--- src/rtl/pipeline_hazard_ctrl.sv ---
// pipeline_hazard_ctrl
// Hazard and stall controller for the 5-stage MIPS pipeline. Each cycle it
// decides whether PC and the IF/ID, ID/EX, EX/MEM and MEM/WB registers
// advance, hold, flush or take a bubble. It handles:
// - load-use hazards
// - ID-stage branch operand hazards, including the two-bubble load-to-branch case
// - taken-branch/jump flushes
// - multi-cycle data-memory waits
// It also keeps saturating stall and flush counters.
//
// Ports:
//   clk_i, rst_n_i           clock, asynchronous active-low reset
//   IFID_Rs_i, IFID_Rt_i     source register fields of the instruction in ID
//   Branch_i, Taken_i        ID holds a beq / branch taken or jump decoded
//   IDEX_MemRd_i             EX holds a load
//   IDEX_RegWrite_i          EX writes a register
//   IDEX_WrReg_i             destination register of the instruction in EX
//   mem_req_i, mem_ack_i     data-memory access in MEM / access completes
//   PC_Wr_o .. MEMWB_Bubble_o  stage-register write enables, flush and bubbles
//   stall_cnt_o              cycles with PC_Wr_o=0 (saturating)
//   flush_cnt_o              cycles with IFID_Flush_o=1 (saturating)
module pipeline_hazard_ctrl (
  input  logic        clk_i,
  input  logic        rst_n_i,
  input  logic [4:0]  IFID_Rs_i,
  input  logic [4:0]  IFID_Rt_i,
  input  logic        Branch_i,
  input  logic        Taken_i,
  input  logic        IDEX_MemRd_i,
  input  logic        IDEX_RegWrite_i,
  input  logic [4:0]  IDEX_WrReg_i,
  input  logic        mem_req_i,
  input  logic        mem_ack_i,
  output logic        PC_Wr_o,
  output logic        IFID_Wr_o,
  output logic        IFID_Flush_o,
  output logic        IDEX_Wr_o,
  output logic        IDEX_Bubble_o,
  output logic        EXMEM_Wr_o,
  output logic        MEMWB_Bubble_o,
  output logic [15:0] stall_cnt_o,
  output logic [15:0] flush_cnt_o
);

  typedef enum logic [2:0] {
    RUN      = 3'd0,
    BR_LD2   = 3'd1,
    MEM_WAIT = 3'd2
  } state_t;

  state_t state_q, state_d;
  state_t ret_q, ret_d;
  state_t eff_state;

  logic freeze;
  logic match;
  logic load_use;
  logic branch_alu;

  assign freeze     = mem_req_i && !mem_ack_i;
  assign match      = (IDEX_WrReg_i != 5'd0) &&
                      ((IDEX_WrReg_i == IFID_Rs_i) || (IDEX_WrReg_i == IFID_Rt_i));
  assign load_use   = IDEX_MemRd_i && match;
  assign branch_alu = Branch_i && IDEX_RegWrite_i && !IDEX_MemRd_i && match;

  // Once the memory ack arrives, MEM_WAIT behaves exactly like the state
  // it interrupted, so a pending BR_LD2 bubble survives a freeze.
  assign eff_state  = (state_q == MEM_WAIT) ? ret_q : state_q;

  always_ff @(posedge clk_i or negedge rst_n_i) begin
    if (!rst_n_i) begin
      state_q <= RUN;
      ret_q   <= RUN;
    end else begin
      state_q <= state_d;
      ret_q   <= ret_d;
    end
  end

  always_comb begin
    PC_Wr_o        = 1'b1;
    IFID_Wr_o      = 1'b1;
    IFID_Flush_o   = 1'b0;
    IDEX_Wr_o      = 1'b1;
    IDEX_Bubble_o  = 1'b0;
    EXMEM_Wr_o     = 1'b1;
    MEMWB_Bubble_o = 1'b0;
    state_d        = state_q;
    ret_d          = ret_q;

    if (freeze) begin
      PC_Wr_o        = 1'b0;
      IFID_Wr_o      = 1'b0;
      IDEX_Wr_o      = 1'b0;
      EXMEM_Wr_o     = 1'b0;
      MEMWB_Bubble_o = 1'b1;
      state_d        = MEM_WAIT;
      if (state_q != MEM_WAIT) begin
        ret_d = state_q;
      end
    end else begin
      case (eff_state)
        BR_LD2: begin
          PC_Wr_o       = 1'b0;
          IFID_Wr_o     = 1'b0;
          IDEX_Bubble_o = 1'b1;
          state_d       = RUN;
        end
        default: begin
          state_d = RUN;
          if (load_use) begin
            PC_Wr_o       = 1'b0;
            IFID_Wr_o     = 1'b0;
            IDEX_Bubble_o = 1'b1;
            if (Branch_i) begin
              state_d = BR_LD2;
            end
          end else if (branch_alu) begin
            PC_Wr_o       = 1'b0;
            IFID_Wr_o     = 1'b0;
            IDEX_Bubble_o = 1'b1;
          end else if (Taken_i) begin
            IFID_Flush_o = 1'b1;
          end
        end
      endcase
    end

    // Hold the whole pipeline with bubbles while reset is asserted.
    if (!rst_n_i) begin
      PC_Wr_o        = 1'b0;
      IFID_Wr_o      = 1'b0;
      IFID_Flush_o   = 1'b0;
      IDEX_Wr_o      = 1'b0;
      IDEX_Bubble_o  = 1'b1;
      EXMEM_Wr_o     = 1'b0;
      MEMWB_Bubble_o = 1'b1;
    end
  end

  always_ff @(posedge clk_i or negedge rst_n_i) begin
    if (!rst_n_i) begin
      stall_cnt_o <= '0;
      flush_cnt_o <= '0;
    end else begin
      if (!PC_Wr_o && (stall_cnt_o != '1)) begin
        stall_cnt_o <= stall_cnt_o + 16'd1;
      end
      if (IFID_Flush_o && (flush_cnt_o != '1)) begin
        flush_cnt_o <= flush_cnt_o + 16'd1;
      end
    end
  end

endmodule
--- config.mk ---
export PLATFORM = sky130hd
export DESIGN_NAME = pipeline_hazard_ctrl
export DESIGN_NICKNAME = d
export VERILOG_FILES = /design/src/rtl/pipeline_hazard_ctrl.sv
export SDC_FILE = /design/constraint.sdc
export NUM_CORES = 1
export LEC_CHECK = 0
export BUFFER_PORTS_ARGS = -buffer_cell sky130_fd_sc_hd__clkbuf_2
export CELL_PAD_IN_SITES_DETAIL_PLACEMENT = 1
export CELL_PAD_IN_SITES_GLOBAL_PLACEMENT = 1
export CORE_MARGIN = 1.5
export CORE_UTILIZATION = 38
export DETAILED_ROUTE_END_ITERATION = 6
export GPL_TIMING_DRIVEN = 0
export PLACE_DENSITY = 0.89
export RECOVER_POWER = 100
export SETUP_SLACK_MARGIN = 0.4
export SYNTH_ARGS = -nofsm -noshare
export SYNTH_HDL_FRONTEND = slang
export SYNTH_SLANG_ARGS = --single-unit
export TNS_END_PERCENT = 5
--- constraint.sdc ---
create_clock -name clk_i -period 2.4 [get_ports clk_i]
set_input_delay 0.12 -clock clk_i [delete_from_list [all_inputs] [get_ports clk_i]]
set_output_delay 0.12 -clock clk_i [all_outputs]
set_load 0.05 [all_outputs]
### Yosys cells after proc, flatten, opt, wreduce, memory -nomap -nowiden

Index checks and enable logic that the tools add are counted.
Widths: inputs -> output; s select.

| operators by class | value |
|---|---|
| bitwise operators | 0 |
| equal/unequal tests | 7 |
| shift operators | 0 |
| $lt $le $gt $ge | 0 |
| multipliers | 0 |
| div/mod/pow operators | 0 |
| multiplexer cells | 25 |
| reductions and logical operators | 14 |
| $add $sub $neg | 2 |

Operators by type and width:

| kind | number |
|---|---|
| $add 16x1->16 const B | 2 |
| $ne 16x16->1 const B | 2 |
| $mux 1 | 23 |
| $eq 5x5->1 | 2 |
| $logic_and 1x1->1 | 8 |
| $reduce_bool 5->1 | 1 |
| $eq 3x1->1 const B | 1 |
| $eq 3x2->1 const B | 1 |
| $logic_not 1->1 | 3 |
| $mux 3 | 1 |
| $ne 3x2->1 const B | 1 |
| $mux 2 | 1 |
| $reduce_and 2->1 | 1 |
| $logic_or 1x1->1 | 1 |

| word-level totals | value |
|---|---|
| latch bits | 0 |
| bits of input ports | 23 |
| ROM bits | 0 |
| flip-flop bits (word level) | 38 |
| memory bits (writable) | 0 |
| memories | 0 |
| output and inout bits | 39 |

### Longest topological paths before layout

| depth | value |
|---|---|
| depth after elaboration | 11 |
| gate-level depth with buffers | 8 |
| mapped depth without buffers | 7 |

### Least setup slack after synthesis

Ideal clock, no wire load.

| path | value |
|---|---|
| kind | reg2reg |
| start point | register flush_cnt_o[0] |
| end point | register flush_cnt_o[13] |
| data required time | 2.255 ns |
| clock period less this slack | 2.260 ns |
| data arrival time | 2.115 ns |
| path slack | 0.140 ns |
| cell stages (with the launch flop) | 9 |
| cell sequence | dfrtp_1 ha_1 and3_1 nand3_1 nor2_2 or3b_1 buf_2 nor4_1 xor2_1 |

| on the way | value |
|---|---|
| longest elaborated chain between the ends | 2 |

Ends and longest elaborated chain:

| item | RTL line | RTL |
|---|---|---|
| from (decl) | 42 | `output logic [15:0] flush_cnt_o` |
| from (signal assigned) | 150 | `flush_cnt_o <= flush_cnt_o + 16'd1;` |
| parallel branches: the longest is 2 deep, another holds $add 16x1->16 | - |  |

Parallel ways; which one is timed is not known.
A chain may end at the register's enable or synchronous reset.

### Final worst setup path

| path | value |
|---|---|
| start point | register ret_q[0] |
| end point | output port PC_Wr_o |

| on the way | value |
|---|---|
| longest elaborated chain between the ends | 5 |

Ends and longest elaborated chain:

| item | RTL line | RTL |
|---|---|---|
| from (decl) | 52 | `state_t ret_q, ret_d;` |
| from (signal assigned) | 76 | `ret_q <= ret_d;` |
| $mux 3 | 68 | `assign eff_state = (state_q == MEM_WAIT) ? ret_q : state_q;` |
| $eq 3x1->1 | 102 | `case (eff_state)` |
| $mux 1 | 102 |  |
| $mux 1 | 91 | `if (freeze) begin` |
| $mux 1 | 130 | `if (!rst_n_i) begin` |
| to (decl) | 34 | `output logic PC_Wr_o,` |

No other way between the ends.

==> results.toml <==
[power_and_ir_drop]
p_comb_share_pct = 38.1
p_seq_share_pct = 41.0
switching_power_w = 0.000910
internal_power_w = 0.00113
clkPwrFrac_pct = 20.9
switching_share_pct = 44.6
vdd_ir_drop_max_uv = 547
leakage_nw = 1.13
p_per_area_nw_per_um2 = 829

[route]
wl_per_cell_um = 15.4
dr_wl_met2_um = 2750
viasPerCell = 5.17
first_pass_iters = 4
remaining_drc_errors = 0
wl_met1_um = 2140
ant_nets = 0
dr.first_iter.drc_count = 72
highest_layer = "met4"
routed_wirelength_um = 5160
dr_wl_met3_um = 200
via_count = 1736

[synthesis]
yosysUniqueCellTypes = 38
synth_seq_area_share_pct = 46.3
ys_seq_elements = 36
synth_area_um2 = 1950
syn-num-nets = 218
yosys_warnings = 0
syn-instance-count = 193
synth_area_per_cell_um2 = 10.1

[clock_network]
cts_sinks = 36
cts_tree = "yes"
cts.clk_slew.worst_paths_ns = 0.07
cts_inserted_buffers = 5
clock_latency_ns = 0.29
cts_root_buf = "clkbuf_8"
clk_path_buf_depth = 2
htree_levels = 2

[final_layout]
layout-drive-gt1-share_pct = 21.9
fin_area_um2 = 2460
antenna_cells = 0
fin_nets = 293
syn_to_final_growth_pct = 26.4

[timing]
setup_viol = 0
finalHoldViolCount = 0
grt_setup_unrepaired = "yes"
finalClockSkew_ns = 0.0109
max-slew-margin-rel_pct = 58.3
period_needed_ns = 2.15
period_share_pct = 89.5
tightest_slew_ns = 0.629
worst_slack_ns = 0.253
hold-worst-slack_ns = 0.0587
fmax_mhz = 466
slew_viol_final = 0

[placed_design]
place_ws_ns = -0.0642
gp_congestion = 0.779
place_area_um2 = 2360
io_buffers = 61
hpwl_um = 3730

[die]
boundaryPins = 62
core_region_area_um2 = 4820
dieWidth_um = 74.6
die_area_um2 = 5560
die_y_um = 74.6
initial_core_util_pct = 40.4
row_count = 25

[setup_path]
crit_path_start_kind = "register"
worstPathMaxFanout = 10
critPathKind = "reg2out"
crit_required_ns = 2.28
worstSetupEndpointType = "output port"
arrival_ns = 2.03
startpoint = "ret_q[0]"
r2r_start = "flush_cnt_o[1]"
r2r_slack_ns = 0.32

[global_route]
grt_pass1_vias = 1803
grt_use_total_pct = 20.7
grt-ovfl-total = 0
grt_max_degree = 37
antenna_found_initial = 0
grt_pass1_wl_um = 8800

[hold_path]
hp-class = "in2reg"
min-delay-start = "IDEX_MemRd_i"

[job]
max_cap_violations = 0

[outcome]
outcome = "complete, no violations"
==> power groups by stage <==
stage | combinational [W] | sequential [W] | clock [W]
2_1_floorplan | 0.000248 | 0.00117 | 0
6_report | 0.000777 | 0.000835 | 0.000426
3_3_place_gp | 0.000761 | 0.000847 | 0
5_1_grt | 0.000836 | 0.000856 | 0.000467
3_5_place_dp | 0.000780 | 0.000852 | 0
4_1_cts | 0.000816 | 0.000838 | 0.000433
==> repair_timing <==
action / CTS / global route
hold buffers: 2 / 0
setup endpoints to repair: 11 / 22
setup buffers: 2 / 3
hold endpoints to repair: 36 / 0
pin swaps: 1 / 2
resized for setup: 14 / 7
==> placed cells by master (no fill, tap or decap), types with 5 or more instances in the layout <==
cell,n
nand2_1,17
nor2_1,11
buf_4,7
nor3_1,10
clkbuf_1,41
and3_1,7
nand4_1,8
xor2_1,24
clkbuf_8,5
clkbuf_2,25
inv_1,5
dfrtp_2,6
dfrtp_1,30
nand3_1,14
xnor2_1,14
nor4_1,7
==> cells by family after synthesis <==
kind of cell / after synthesis / share of synthesized area (%)
simple gates: 92 / 26.7
xor+xnor: 38 / 17.1
flops: 36 / 46.3
buf+inv: 12 / 3.21
compound gates: 9 / 3.15
mux: 4 / 2.25
fa+ha+maj: 2 / 1.29
==> per-stage QoR <==
stage / instances / util, % / setup TNS, ns / power, W
3_3_place_gp: 321 / 48.9 / 0 / 0.00161
3_5_place_dp: 321 / 48.9 / -0.0642 / 0.00163
6_report: 336 / 51.1 / 0 / 0.00204
5_1_grt: 336 / 51.1 / 0 / 0.00216
2_1_floorplan: 193 / - / 0 / 0.00142
4_1_cts: 333 / 52.9 / 0 / 0.00209
==> state kept, by name, indices dropped and copies added, names as in the netlist <==
register,cells
ret_q,2
stall_cnt_o,16
flush_cnt_o,16
state_q,2
==> routing by layer <==
metal  global-route usage (%)  vias up
met4                     6.26        0
li1                         -      813
met5                        0        -
met1                     25.4      871
met2                     36.5       43
met3                     4.47        9
==> worst max-delay path: stages (launching register included) <==
cell	delay [ns]
dfrtp_1	0.37
nor3b_2	0.15
mux2i_1	0.33
o211ai_1	0.23
buf_4	0.23
inv_1	0.07
buf_4	0.10
clkbuf_2	0.26
==> synthesized netlist by cell type <==
master     n  area [um^2]
mux2_2     2         22.5
nor4_1     6         37.5
inv_1      5         18.8
buf_6      1         11.3
o21ai_0    1         5.00
and4_1     1         8.76
buf_4      2         15.0
or4_1      1         7.51
nor4_4     2         42.5
nand3_2    1         10.0
o21ai_2    1         8.76
xor2_1    24          210
or2_2      3         18.8
or3b_1     1         8.76
a21oi_1    3         15.0
o21ai_1    1         5.00
dfrtp_1   36          901
a32oi_1    1         8.76
nand4_1    8         50.1
nand3b_1   2         15.0
xnor2_1   14          123
buf_1      1         3.75
ha_1       2         25.0
buf_2      2         10.0
nand2b_1   3         18.8
and3_1     7         43.8
clkbuf_1   1         3.75
nor2_2     1         6.26
nor3_1    10         50.1
mux2_1     1         11.3
nor3b_1    1         7.51
nand3_1   14         70.1
and2_1     3         18.8
o211ai_2   1         12.5
mux2i_1    1         10.0
nand2_1   17         63.8
a31oi_1    1         6.26
nor2_1    11         41.3
==> cell type report <==
type                            instances  area [um^2]
Fill cell                             613         2360
Multi-Input combinational cell        145          987
Sequential cell                        36          908
Timing Repair Buffer                   68          324
Tap cell                               67         83.8
Clock buffer                            7         76.3
Buffer                                  7         56.3
Inverter                                5         18.8
Clock inverter                          1         5.00
==> path summary, 6_finish.rpt <==
check | end | cells after the start
max | PC_Wr_o | 7
min | state_q[0] | 3
max reg2reg | flush_cnt_o[15] | 8
min in group asynchronous | flush_cnt_o[15] | 3
max in group asynchronous | stall_cnt_o[7] | 3
min reg2reg | flush_cnt_o[6] | 1
Power figures use the tool's default switching activity.
